`config.mk`:
```
export PLATFORM = sky130hd
export DESIGN_NAME = pc_unit
export DESIGN_NICKNAME = d
export VERILOG_FILES = /design/src/rtl/pc_unit.sv
export SDC_FILE = /design/constraint.sdc
export NUM_CORES = 1
export LEC_CHECK = 0
export CORE_ASPECT_RATIO = 0.6
export CORE_UTILIZATION = 52
export DETAILED_ROUTE_END_ITERATION = 10
export PLACE_DENSITY = 0.93
export RECOVER_POWER = 25
export SYNTH_ARGS = -nofsm -noshare
export SYNTH_HDL_FRONTEND = slang
export SYNTH_SLANG_ARGS = --single-unit
```
`constraint.sdc`:
```
create_clock -name clock -period 5.65 [get_ports clock]
set_clock_uncertainty 0.05 [all_clocks]
set_input_delay 1.4125 -clock clock [delete_from_list [all_inputs] [get_ports clock]]
set_output_delay 1.4125 -clock clock [all_outputs]
set_load 0.02 [all_outputs]
```
`src/rtl/pc_unit.sv`:
```
// Program counter with priority next-PC select and an optional return-address stack.
// Define PC_UNIT_RAS_EN to build the RAS; otherwise call/ret are ignored.
module pc_unit #(
    parameter int unsigned WIDTH = 32,
    parameter logic [WIDTH-1:0] RESET_VECTOR = '0,
    parameter logic [WIDTH-1:0] STEP = WIDTH'(1),
    parameter int unsigned RAS_DEPTH = 4
) (
    input  logic             clock,
    input  logic             clear,
    input  logic             stall,
    input  logic             IncPC,
    input  logic             load,
    input  logic             branch,
    input  logic             call,
    input  logic             ret,
    input  logic [WIDTH-1:0] d,
    input  logic [WIDTH-1:0] offset,
    output logic [WIDTH-1:0] q,
    output logic             ras_empty,
    output logic             ras_full,
    output logic             ret_err
);

    logic [WIDTH-1:0] q_n;

`ifdef PC_UNIT_RAS_EN
    localparam int PW = (RAS_DEPTH > 2) ? $clog2(RAS_DEPTH) : 1;
    localparam int CW = $clog2(RAS_DEPTH + 1);
    localparam logic [PW-1:0] LAST = PW'(RAS_DEPTH - 1);
    localparam logic [CW-1:0] FULL = CW'(RAS_DEPTH);

    logic [WIDTH-1:0] stack [RAS_DEPTH];
    logic [PW-1:0]    sp, sp_inc, sp_dec, sp_n;
    logic [CW-1:0]    depth, depth_n;
    logic             do_push, do_pop, do_err, ret_sel;

    assign sp_inc  = (sp == LAST) ? '0 : sp + PW'(1);
    assign sp_dec  = (sp == '0) ? LAST : sp - PW'(1);
    assign ret_sel = !stall && !load && !branch && ret;
    assign do_push = !stall && load && call;
    assign do_pop  = ret_sel && (depth != '0);
    assign do_err  = ret_sel && (depth == '0);

    always_comb begin
        q_n = q;
        if (stall)       q_n = q;
        else if (load)   q_n = d;
        else if (branch) q_n = q + offset;
        else if (ret)    q_n = do_pop ? stack[sp_dec] : q;
        else if (IncPC)  q_n = q + STEP;
    end

    // A push on a full stack wraps over the oldest slot; depth saturates.
    always_comb begin
        sp_n    = sp;
        depth_n = depth;
        if (do_push) begin
            sp_n    = sp_inc;
            depth_n = (depth == FULL) ? FULL : depth + CW'(1);
        end else if (do_pop) begin
            sp_n    = sp_dec;
            depth_n = depth - CW'(1);
        end
    end

    always_ff @(posedge clock) begin
        if (!clear && do_push) stack[sp] <= q + STEP;
    end

    always_ff @(posedge clock or posedge clear) begin
        if (clear) begin
            q         <= RESET_VECTOR;
            sp        <= '0;
            depth     <= '0;
            ras_empty <= 1'b1;
            ras_full  <= 1'b0;
            ret_err   <= 1'b0;
        end else begin
            q         <= q_n;
            sp        <= sp_n;
            depth     <= depth_n;
            ras_empty <= (depth_n == '0);
            ras_full  <= (depth_n == FULL);
            ret_err   <= do_err;
        end
    end
`else
    localparam int unused_depth = RAS_DEPTH;
    logic unused_ras;

    assign unused_ras = call ^ ret;
    assign ras_empty  = 1'b1;
    assign ras_full   = 1'b0;
    assign ret_err    = 1'b0;

    always_comb begin
        q_n = q;
        if (stall)       q_n = q;
        else if (load)   q_n = d;
        else if (branch) q_n = q + offset;
        else if (IncPC)  q_n = q + STEP;
    end

    always_ff @(posedge clock or posedge clear) begin
        if (clear) q <= RESET_VECTOR;
        else       q <= q_n;
    end
`endif

endmodule

```
==> results.json, run 1 <==
{
  "overflow": 0,
  "path_cells": "clkdlybuf4s50_1 -> buf_4 -> nand2b_1 -> ha_1 -> fa_1 -> a211oi_1 -> o211a_1 -> o21ai_0 -> o211ai_1 -> a41oi_1 -> a311oi_1 -> mux2i_1 -> nand3_1",
  "grt_pass1_wl_um": 16000,
  "clk_root_buffer_cell": "clkbuf_8",
  "yosys_register_bits": 32,
  "cts_max_level": 2,
  "crit_family": "compound AO/OA/AOI/OAI gates",
  "ios": 107,
  "period_minus_slack_ns": 4.82,
  "antenna_found_initial": 0,
  "syn_area_um2": 3390,
  "async_reset_ff_frac": 1.00,
  "cts-buffers-inserted": 5,
  "status": "complete, but fails checks",
  "final_util": 0.717,
  "peakVddDrop_mv": 0.189,
  "n_antenna_cell": 0,
  "slew_violations": 33,
  "syn-mean-instance-area_um2": 7.96,
  "holdWs_ns": 0.463,
  "largest_reg_flops": 32,
  "fin_nets": 618,
  "synth-edff-count": 0,
  "synth_area_leaders": "dfrtp_1, ha_1, a21oi_1",
  "finalCritPeriodShare": 0.853,
  "drive_gt1_frac": 0.0272,
  "slew_headroom": -0.253,
  "syn_inst": 426,
  "clk_path_buf_depth": 2,
  "cpMaxStageDelayCell": "clkdlybuf4s50_1",
  "fp.dieW_um": 106,
  "fp-row-count": 22,
  "register_area_um2": 801,
  "required_ns": 5.77,
  "multiInputGateArea_um2": 2420,
  "coreArea_um2": 6190,
  "cp-start-kind": "input pin",
  "finalHoldViolations": 0,
  "wl_per_cell_um": 16.3,
  "synth_cell_type_count": 50,
  "synth_top_area_frac": 0.236,
  "die-area_um2": 6860,
  "max_freq_mhz": 207,
  "grt_start_max_net_pins": 57,
  "crit_path_max_incr_delay_ns": 0.47,
  "dr_total_vias": 3577,
  "first_pass_iters": 5,
  "ctsHoldBuffers": 0,
  "p_per_area_nw_per_um2": 282,
  "rsz0062_at_grt": "no",
  "worstPathArrival_ns": 4.94,
  "die_h_um": 64.6,
  "synthToLayoutAreaGrowth_pct": 30.9,
  "r2r_start": "q[0]$_DFFE_PP0P_",
  "gp_congestion": 0.936,
  "hold_class": "flip-flop to flip-flop",
  "ys_seq_area_frac": 0.236,
  "top_register": "q",
  "wirelength_um": 9740,
  "drt_iter0_markers": 233,
  "drcViolationCount": 0,
  "violations": "capacitance limit, slew limit",
  "synth_top_area_cell": "dfrtp_1",
  "synthFlopType": "dfrtp_1",
  "setup-tns-final_ns": 0,
  "end_kind": "flip-flop",
  "critPathMaxFanout": 23,
  "synthTopCellsByCount": "a21oi_1, nand2_1, o21ai_0, dfrtp_1",
  "hp-start": "q[15]$_DFFE_PP0P_",
  "top_regs": "q x32",
  "p_leak_nw": 2.01,
  "grt_pass1_vias": 3394,
  "clock_latency_ns": 0.29,
  "cp_num_buf_inv": 2,
  "clk_pin_slew_ns": 0.08,
  "setup_viol": 0,
  "cts_tree": "built",
  "max_slew.worst_pin.slew_ns": 1.88,
  "cts.repair.resized": 0,
  "fillers": 519,
  "cp-startpoint": "branch",
  "avgViaCountPerCell": 5.98,
  "cts.sinks": 32,
  "max_cap_viol_count": 1,
  "initial_utilization": 0.548,
  "yosys_warnings": 0,
  "path_class": "input pin to flip-flop",
  "hpwl_um": 7270,
  "io_buffers": 101,
  "synth.most_common_cell": "a21oi_1",
  "cts_setup_buffers": 0,
  "drtAntennaViolNets": 0,
  "track_usage": 0.292
}
-- layout make-up --
cell class	count	area share
Clock buffer	6	0.0163
Multi-Input combinational cell	367	0.545
Sequential cell	32	0.180
Timing Repair Buffer	104	0.231
Clock inverter	1	0.00113
Inverter	4	0.00338
Tap cell	84	0.0237
-- layer usage --
layer  global-route usage  share of wire  up-vias
met3               0.0594          0.083       15
met1                0.417           0.48     1692
met5                    0              0        -
met4               0.0642          0.010        0
li1                     -              -     1703
met2                0.452           0.43      167
-- cell families after synthesis --
kind of cell / count (synthesis) / share of synthesized area
flops: 32 / 0.236
fa+ha+maj: 32 / 0.120
buf+inv: 28 / 0.0520
simple gates: 143 / 0.212
mux: 11 / 0.0325
compound gates: 151 / 0.275
other cells: 2 / 0.00221
xor+xnor: 27 / 0.0697
-- where the power goes --
| group | switching [W] | internal (W) |
|---|---|---|
| sequential | 0.0000497 | 0.000280 |
| combinational | 0.000397 | 0.000346 |
| clock | 0.0000938 | 0.0000840 |
| total | 0.000541 | 0.000710 |
-- tightest hold or removal path, stage by stage, from the launching register on --
cell and delay (ns):
dfrtp_1 0.37, nand2_1 0.05, o21ai_0 0.06
-- path summary, 6_finish.rpt --
check | endpoint | slack [ns] | cells past startpoint
max | q[30]$_DFFE_PP0P_ | 0.83 | 13
min | q[15]$_DFFE_PP0P_ | 0.46 | 2
max reg2reg | q[30]$_DFFE_PP0P_ | 2.32 | 10
min reg2reg | q[15]$_DFFE_PP0P_ | 0.46 | 2
max in group asynchronous | q[17]$_DFFE_PP0P_ | 2.28 | 3
min in group asynchronous | q[29]$_DFFE_PP0P_ | 2.19 | 3
-- cell usage in the layout (no fill, tap or decap), types with 5 or more instances in the layout --
cell type,count
nand2_1,45
nor3_1,5
o21a_1,7
clkbuf_8,5
o211ai_1,5
nand4_1,5
clkdlybuf4s50_1,99
xnor2_1,20
nor2_1,25
dfrtp_1,32
and2_1,31
xor2_1,7
mux2i_1,11
a21oi_1,49
a21o_1,18
a211oi_1,6
o21ai_0,40
and3_1,10
ha_1,31
-- through the flow --
stage / total power [W] / setup WS, ns / instances / area (um^2)
after CTS: 0.00124 / 0.906 / 598 / 4450
after global placement: 0.00104 / 0.689 / 591 / 4370
after global routing: 0.00133 / 0.611 / 598 / 4440
after floorplan: 0.000819 / 1.57 / 427 / 3400
final: 0.00125 / 0.828 / 598 / 4440
after detailed placement: 0.00106 / 0.639 / 591 / 4370
Power figures use the tool's default switching activity.
==> run 2, diff against run 1 <==
Settings changed: CELL_PAD_IN_SITES_DETAIL_PLACEMENT set to 1, CELL_PAD_IN_SITES_GLOBAL_PLACEMENT set to 1, CORE_UTILIZATION 52 to 37.
==> run 2 against run 1 <==
The run ends with DRC, capacitance limit, slew limit left. Non-clock buffer count did not move. Critical path depth fell by 1. Critical path type unchanged. Die area is 39% higher. Hold slack improved by 0.0086 ns. Register-to-register slack about the same. Clock-buffer cell count increased by 2. Total power grew 10%. Flip-flop and latch count unchanged. Wire length grew 22%. Clock power grew 59%.
==> results.json, run 2 (synthesis results as in run 1) <==
{
  "hold_class": "flip-flop to flip-flop",
  "slew_headroom": -0.298,
  "top_regs": "q x32",
  "coreArea_um2": 8690,
  "synthToLayoutAreaGrowth_pct": 34.0,
  "fillers": 1042,
  "path_class": "input pin to flip-flop",
  "overflow": 0,
  "hpwl_um": 9150,
  "totalPowerFinal_w": 0.00138,
  "cts_max_level": 2,
  "avgViaCountPerCell": 5.77,
  "dp_cells": 619,
  "status": "complete, but fails checks",
  "violations": "DRC, capacitance limit, slew limit",
  "required_ns": 5.76,
  "cp-start-kind": "input pin",
  "setup-tns-final_ns": 0,
  "ios": 107,
  "final_util": 0.523,
  "setup_viol": 0,
  "largest_reg_flops": 32,
  "ctsHoldBuffers": 0,
  "p_int_w": 0.000804,
  "grt_start_max_net_pins": 57,
  "io_buffers": 101,
  "track_usage": 0.255,
  "dr_total_vias": 3618,
  "clk_path_buf_depth": 2,
  "grt_pass1_wl_um": 19500,
  "power_frac_comb": 0.554,
  "slew_violations": 33,
  "fin_nets": 618,
  "seqPwrFrac": 0.241,
  "initial_utilization": 0.391,
  "max_cap_viol_count": 1,
  "drtAntennaViolNets": 0,
  "clk_pin_slew_ns": 0.05,
  "gp_congestion": 0.873,
  "setup_ws_ns": 0.686,
  "die_h_um": 76.2,
  "cts_setup_buffers": 0,
  "register_area_um2": 801,
  "cts-buffers-inserted": 5,
  "pre_cts_slack_ns": 0.419,
  "fp.dieW_um": 126,
  "worstPathArrival_ns": 5.07,
  "drcViolationCount": 6,
  "holdPathEnd": "q[8]$_DFFE_PP0P_",
  "finalCritPeriodShare": 0.879,
  "switchingPower_w": 0.000578,
  "cts.repair.resized": 0,
  "top_register": "q",
  "period_minus_slack_ns": 4.96,
  "die-area_um2": 9570,
  "max_slew.worst_pin.slew_ns": 1.95,
  "p_clk_frac": 0.205,
  "wirelength_um": 11900,
  "n_antenna_cell": 0,
  "r2r_end": "q[30]$_DFFE_PP0P_",
  "final_common_cell": "clkdlybuf4s50_1",
  "swShare": 0.418,
  "instances_no_fill": 627,
  "end_kind": "flip-flop",
  "wl_per_cell_um": 19.0,
  "ff2ff_path_depth": 10,
  "finalHoldViolations": 0,
  "first_pass_iters": 7,
  "drt_iter0_markers": 172,
  "clk_root_buffer_cell": "clkbuf_16",
  "final_cell_mix": "clkdlybuf4s50_1, a21oi_1, nand2_1",
  "hp-start": "q[8]$_DFFE_PP0P_",
  "r2r_slack_ns": 2.32,
  "peakVddDrop_mv": 0.133,
  "r2r_start": "q[0]$_DFFE_PP0P_",
  "clock_latency_ns": 0.28,
  "antenna_found_initial": 0,
  "p_leak_nw": 2.04,
  "cts.sinks": 32,
  "cts_tree": "built",
  "max_freq_mhz": 201,
  "min_path_cells": 2,
  "multiInputGateArea_um2": 2420,
  "critPathMaxFanout": 15,
  "p_per_area_nw_per_um2": 304,
  "grt_pass1_vias": 3828,
  "rsz0062_at_grt": "no",
  "drive_gt1_frac": 0.0272,
  "fp-row-count": 26
}
## run 2: worst max-delay path, stage by stage
cell and delay [ns]:
clkdlybuf4s50_1 0.79, nand2b_1 0.13, ha_1 0.25, fa_1 0.44, a211oi_1 0.33, o211a_1 0.22
o21ai_0 0.18, o211ai_1 0.31, a41oi_1 0.28, a311oi_1 0.39, mux2i_1 0.24, nand3_1 0.09
## run 2: area by class of cell
type                    count  area share
clock buffers               8      0.0322
inverters                   4     0.00330
multi-input cells         367       0.532
flip-flops and latches     32       0.176
well taps                 112      0.0308
repair buffers            104       0.225
## run 2: metal layers
metal  vias to the layer above  global-route usage  wire length [um]
met5                         -                   0                 0
met4                         0              0.0610               118
met3                        12              0.0625               850
met2                       128               0.419              5410
met1                      1771               0.335              5530
li1                       1707                   -                 -
## run 2: per-stage QoR
stage	cell area, um^2	hold slack (ns)
detailed placement	4400	0.462
floorplan	3400	0.549
global route	4550	0.507
finish	4550	0.472
CTS	4550	0.475
global placement	4400	0.445
## run 2: worst max path at each step
| stage | end | cells after the start | from | slack, ns |
|---|---|---|---|---|
| 6_report | q[30]$_DFFE_PP0P_ | 12 | branch | 0.69 |
| 5_1_grt | q[30]$_DFFE_PP0P_ | 12 | branch | 0.44 |
| 4_1_cts | q[30]$_DFFE_PP0P_ | 12 | branch | 0.71 |
| 3_5_place_dp | q[30]$_DFFE_PP0P_ | 12 | branch | 0.42 |
| 3_3_place_gp | q[30]$_DFFE_PP0P_ | 12 | branch | 0.60 |
| 2_1_floorplan | q[28]$_DFFE_PP0P_ | 11 | branch | 1.57 |
## run 2: power groups by stage
stage	clock network (W)	registers [W]	logic [W]
floorplan	0	0.000387	0.000431
global placement	0	0.000331	0.000715
detailed placement	0	0.000336	0.000754
CTS	0.000286	0.000333	0.000762
global route	0.000295	0.000340	0.000829
finish	0.000283	0.000333	0.000766
==> run 3, diff against run 2 <==
Settings changed: PLACE_DENSITY 0.93 to 0.91.
==> run 3 against run 2 <==
The run still ends with DRC, capacitance limit, slew limit left. Sequential share of layout area did not move. Global-route usage fell by 1.3 points. Combinational power fell by 0.9%. Total power fell by 0.62%. Via count fell by 2.6%. Wire length fell by 6.2%. Die area did not move. Final cell count did not move. Non-clock buffer count did not move. Clock power barely moved. Core utilization did not move. First-iteration DRC count rose by 23%.
==> results.json, run 3 (synthesis results as in run 1) <==
{
  "status": "complete, but fails checks",
  "violations": "DRC, capacitance limit, slew limit",
  "end_kind": "flip-flop",
  "pre_cts_slack_ns": 0.309,
  "avgViaCountPerCell": 5.62,
  "cpMaxStageDelayCell": "clkdlybuf4s50_1",
  "hpwl_um": 8610,
  "cts.sinks": 32,
  "holdPathEnd": "q[3]$_DFFE_PP0P_",
  "drt_iter0_markers": 211,
  "max_freq_mhz": 196,
  "grt_start_max_net_pins": 57,
  "fin_nets": 618,
  "setup-tns-final_ns": 0,
  "io_buffers": 101,
  "grt_pass1_wl_um": 18500,
  "finalCritPeriodShare": 0.903,
  "n_antenna_cell": 0,
  "slew_headroom": -0.321,
  "cts_setup_buffers": 0,
  "wl_per_cell_um": 17.8,
  "gp_congestion": 0.889,
  "hp-start": "q[3]$_DFFE_PP0P_",
  "overflow": 0,
  "dr_total_vias": 3525,
  "drcViolationCount": 6,
  "required_ns": 5.75,
  "period_minus_slack_ns": 5.10,
  "r2r_end": "q[30]$_DFFE_PP0P_",
  "cts_tree": "built",
  "worstPathArrival_ns": 5.20,
  "die-area_um2": 9570,
  "swShare": 0.415,
  "antenna_found_initial": 0,
  "power_frac_comb": 0.553,
  "rsz0062_at_grt": "no",
  "cp-startpoint": "branch",
  "coreArea_um2": 8690,
  "min_path_cells": 2,
  "clock_latency_ns": 0.29,
  "drtAntennaViolNets": 0,
  "finalHoldViolations": 0,
  "cts.repair.resized": 0,
  "max_slew.worst_pin.slew_ns": 1.98,
  "ios": 107,
  "switchingPower_w": 0.000570,
  "peakVddDrop_mv": 0.118,
  "wirelength_um": 11200,
  "hold_class": "flip-flop to flip-flop",
  "crit_path_max_incr_delay_ns": 0.80,
  "setup_ws_ns": 0.548,
  "path_class": "input pin to flip-flop",
  "r2r_slack_ns": 2.22,
  "first_pass_iters": 7,
  "cp-start-kind": "input pin",
  "cts_max_level": 2,
  "p_leak_nw": 2.04,
  "die_h_um": 76.2,
  "critPathMaxFanout": 15,
  "p_per_area_nw_per_um2": 302,
  "setup_viol": 0,
  "final_common_cell": "clkdlybuf4s50_1",
  "clk_root_buffer_cell": "clkbuf_16",
  "drive_gt1_frac": 0.0272,
  "max_cap_viol_count": 1,
  "top_regs": "q x32",
  "largest_reg_flops": 32,
  "seqPwrFrac": 0.242,
  "p_clk_frac": 0.205,
  "fp-row-count": 26,
  "ctsHoldBuffers": 0,
  "slew_violations": 33,
  "path_cells": "clkdlybuf4s50_1 -> nand2b_1 -> ha_1 -> fa_1 -> a211oi_1 -> o211a_1 -> o21ai_0 -> o211ai_1 -> a41oi_1 -> a311oi_1 -> mux2i_1 -> nand3_1",
  "top_register": "q",
  "clk_pin_slew_ns": 0.06,
  "fp.dieW_um": 126,
  "p_int_w": 0.000803,
  "ff2ff_path_depth": 10,
  "final_cell_mix": "clkdlybuf4s50_1, a21oi_1, nand2_1",
  "synthToLayoutAreaGrowth_pct": 34.0,
  "r2r_start": "q[0]$_DFFE_PP0P_",
  "track_usage": 0.242,
  "cts-buffers-inserted": 5,
  "initial_utilization": 0.391,
  "grt_pass1_vias": 3704,
  "clk_path_buf_depth": 2
}
[run 3: cell counts in the layout (fill, tap and decap cells not counted)]
No cell type changed its count.
[run 3: worst max-delay path by stage]
stage / to / slack (ns) / depth (start not counted)
global route: q[30]$_DFFE_PP0P_ / 0.35 / 12
global placement: q[30]$_DFFE_PP0P_ / 0.55 / 12
floorplan: q[28]$_DFFE_PP0P_ / 1.57 / 11
CTS: q[30]$_DFFE_PP0P_ / 0.58 / 12
detailed placement: q[30]$_DFFE_PP0P_ / 0.31 / 12
finish: q[30]$_DFFE_PP0P_ / 0.55 / 12
[run 3: layout make-up]
type                    instances  area [um^2]
multi-input cells             367         2420
repair buffers                104         1020
flip-flops and latches         32          801
fillers                      1036         4140
well taps                     112          140
inverters                       4         15.0
clock buffers                   8          146
[run 3: routing by layer]
layer / vias to the layer above / global-route usage / wire (um)
li1: 1705 / - / -
met1: 1692 / 0.335 / 5700
met4: 0 / 0.0427 / 87
met2: 117 / 0.382 / 4650
met5: - / 0 / 0
met3: 11 / 0.0611 / 748
[run 3: power groups by stage]
stage,Combinational (W),Sequential (W),Clock [W]
floorplan,0.000431,0.000387,0
global placement,0.000716,0.000331,0
detailed placement,0.000748,0.000335,0
CTS,0.000755,0.000332,0.000286
global route,0.000824,0.000341,0.000296
finish,0.000759,0.000332,0.000282
[run 3: per-stage QoR]
| step | power (W) | hold WS, ns | utilization | instance area [um^2] | cells |
|---|---|---|---|---|---|
| finish | 0.00137 | 0.474 | 0.523 | 4550 | 627 |
| global route | 0.00146 | 0.514 | 0.523 | 4550 | 627 |
| CTS | 0.00137 | 0.476 | 0.524 | 4550 | 627 |
| detailed placement | 0.00108 | 0.463 | 0.507 | 4400 | 619 |
| global placement | 0.00105 | 0.446 | 0.507 | 4400 | 619 |
| floorplan | 0.000819 | 0.549 | - | 3400 | 427 |
[run 3: critical path, delay by kind of cell]
family	cells	cell delay, ns
compound gates	6	1.78
buf+inv	1	0.80
fa+ha+maj	2	0.68
simple gates	2	0.24
mux	1	0.28
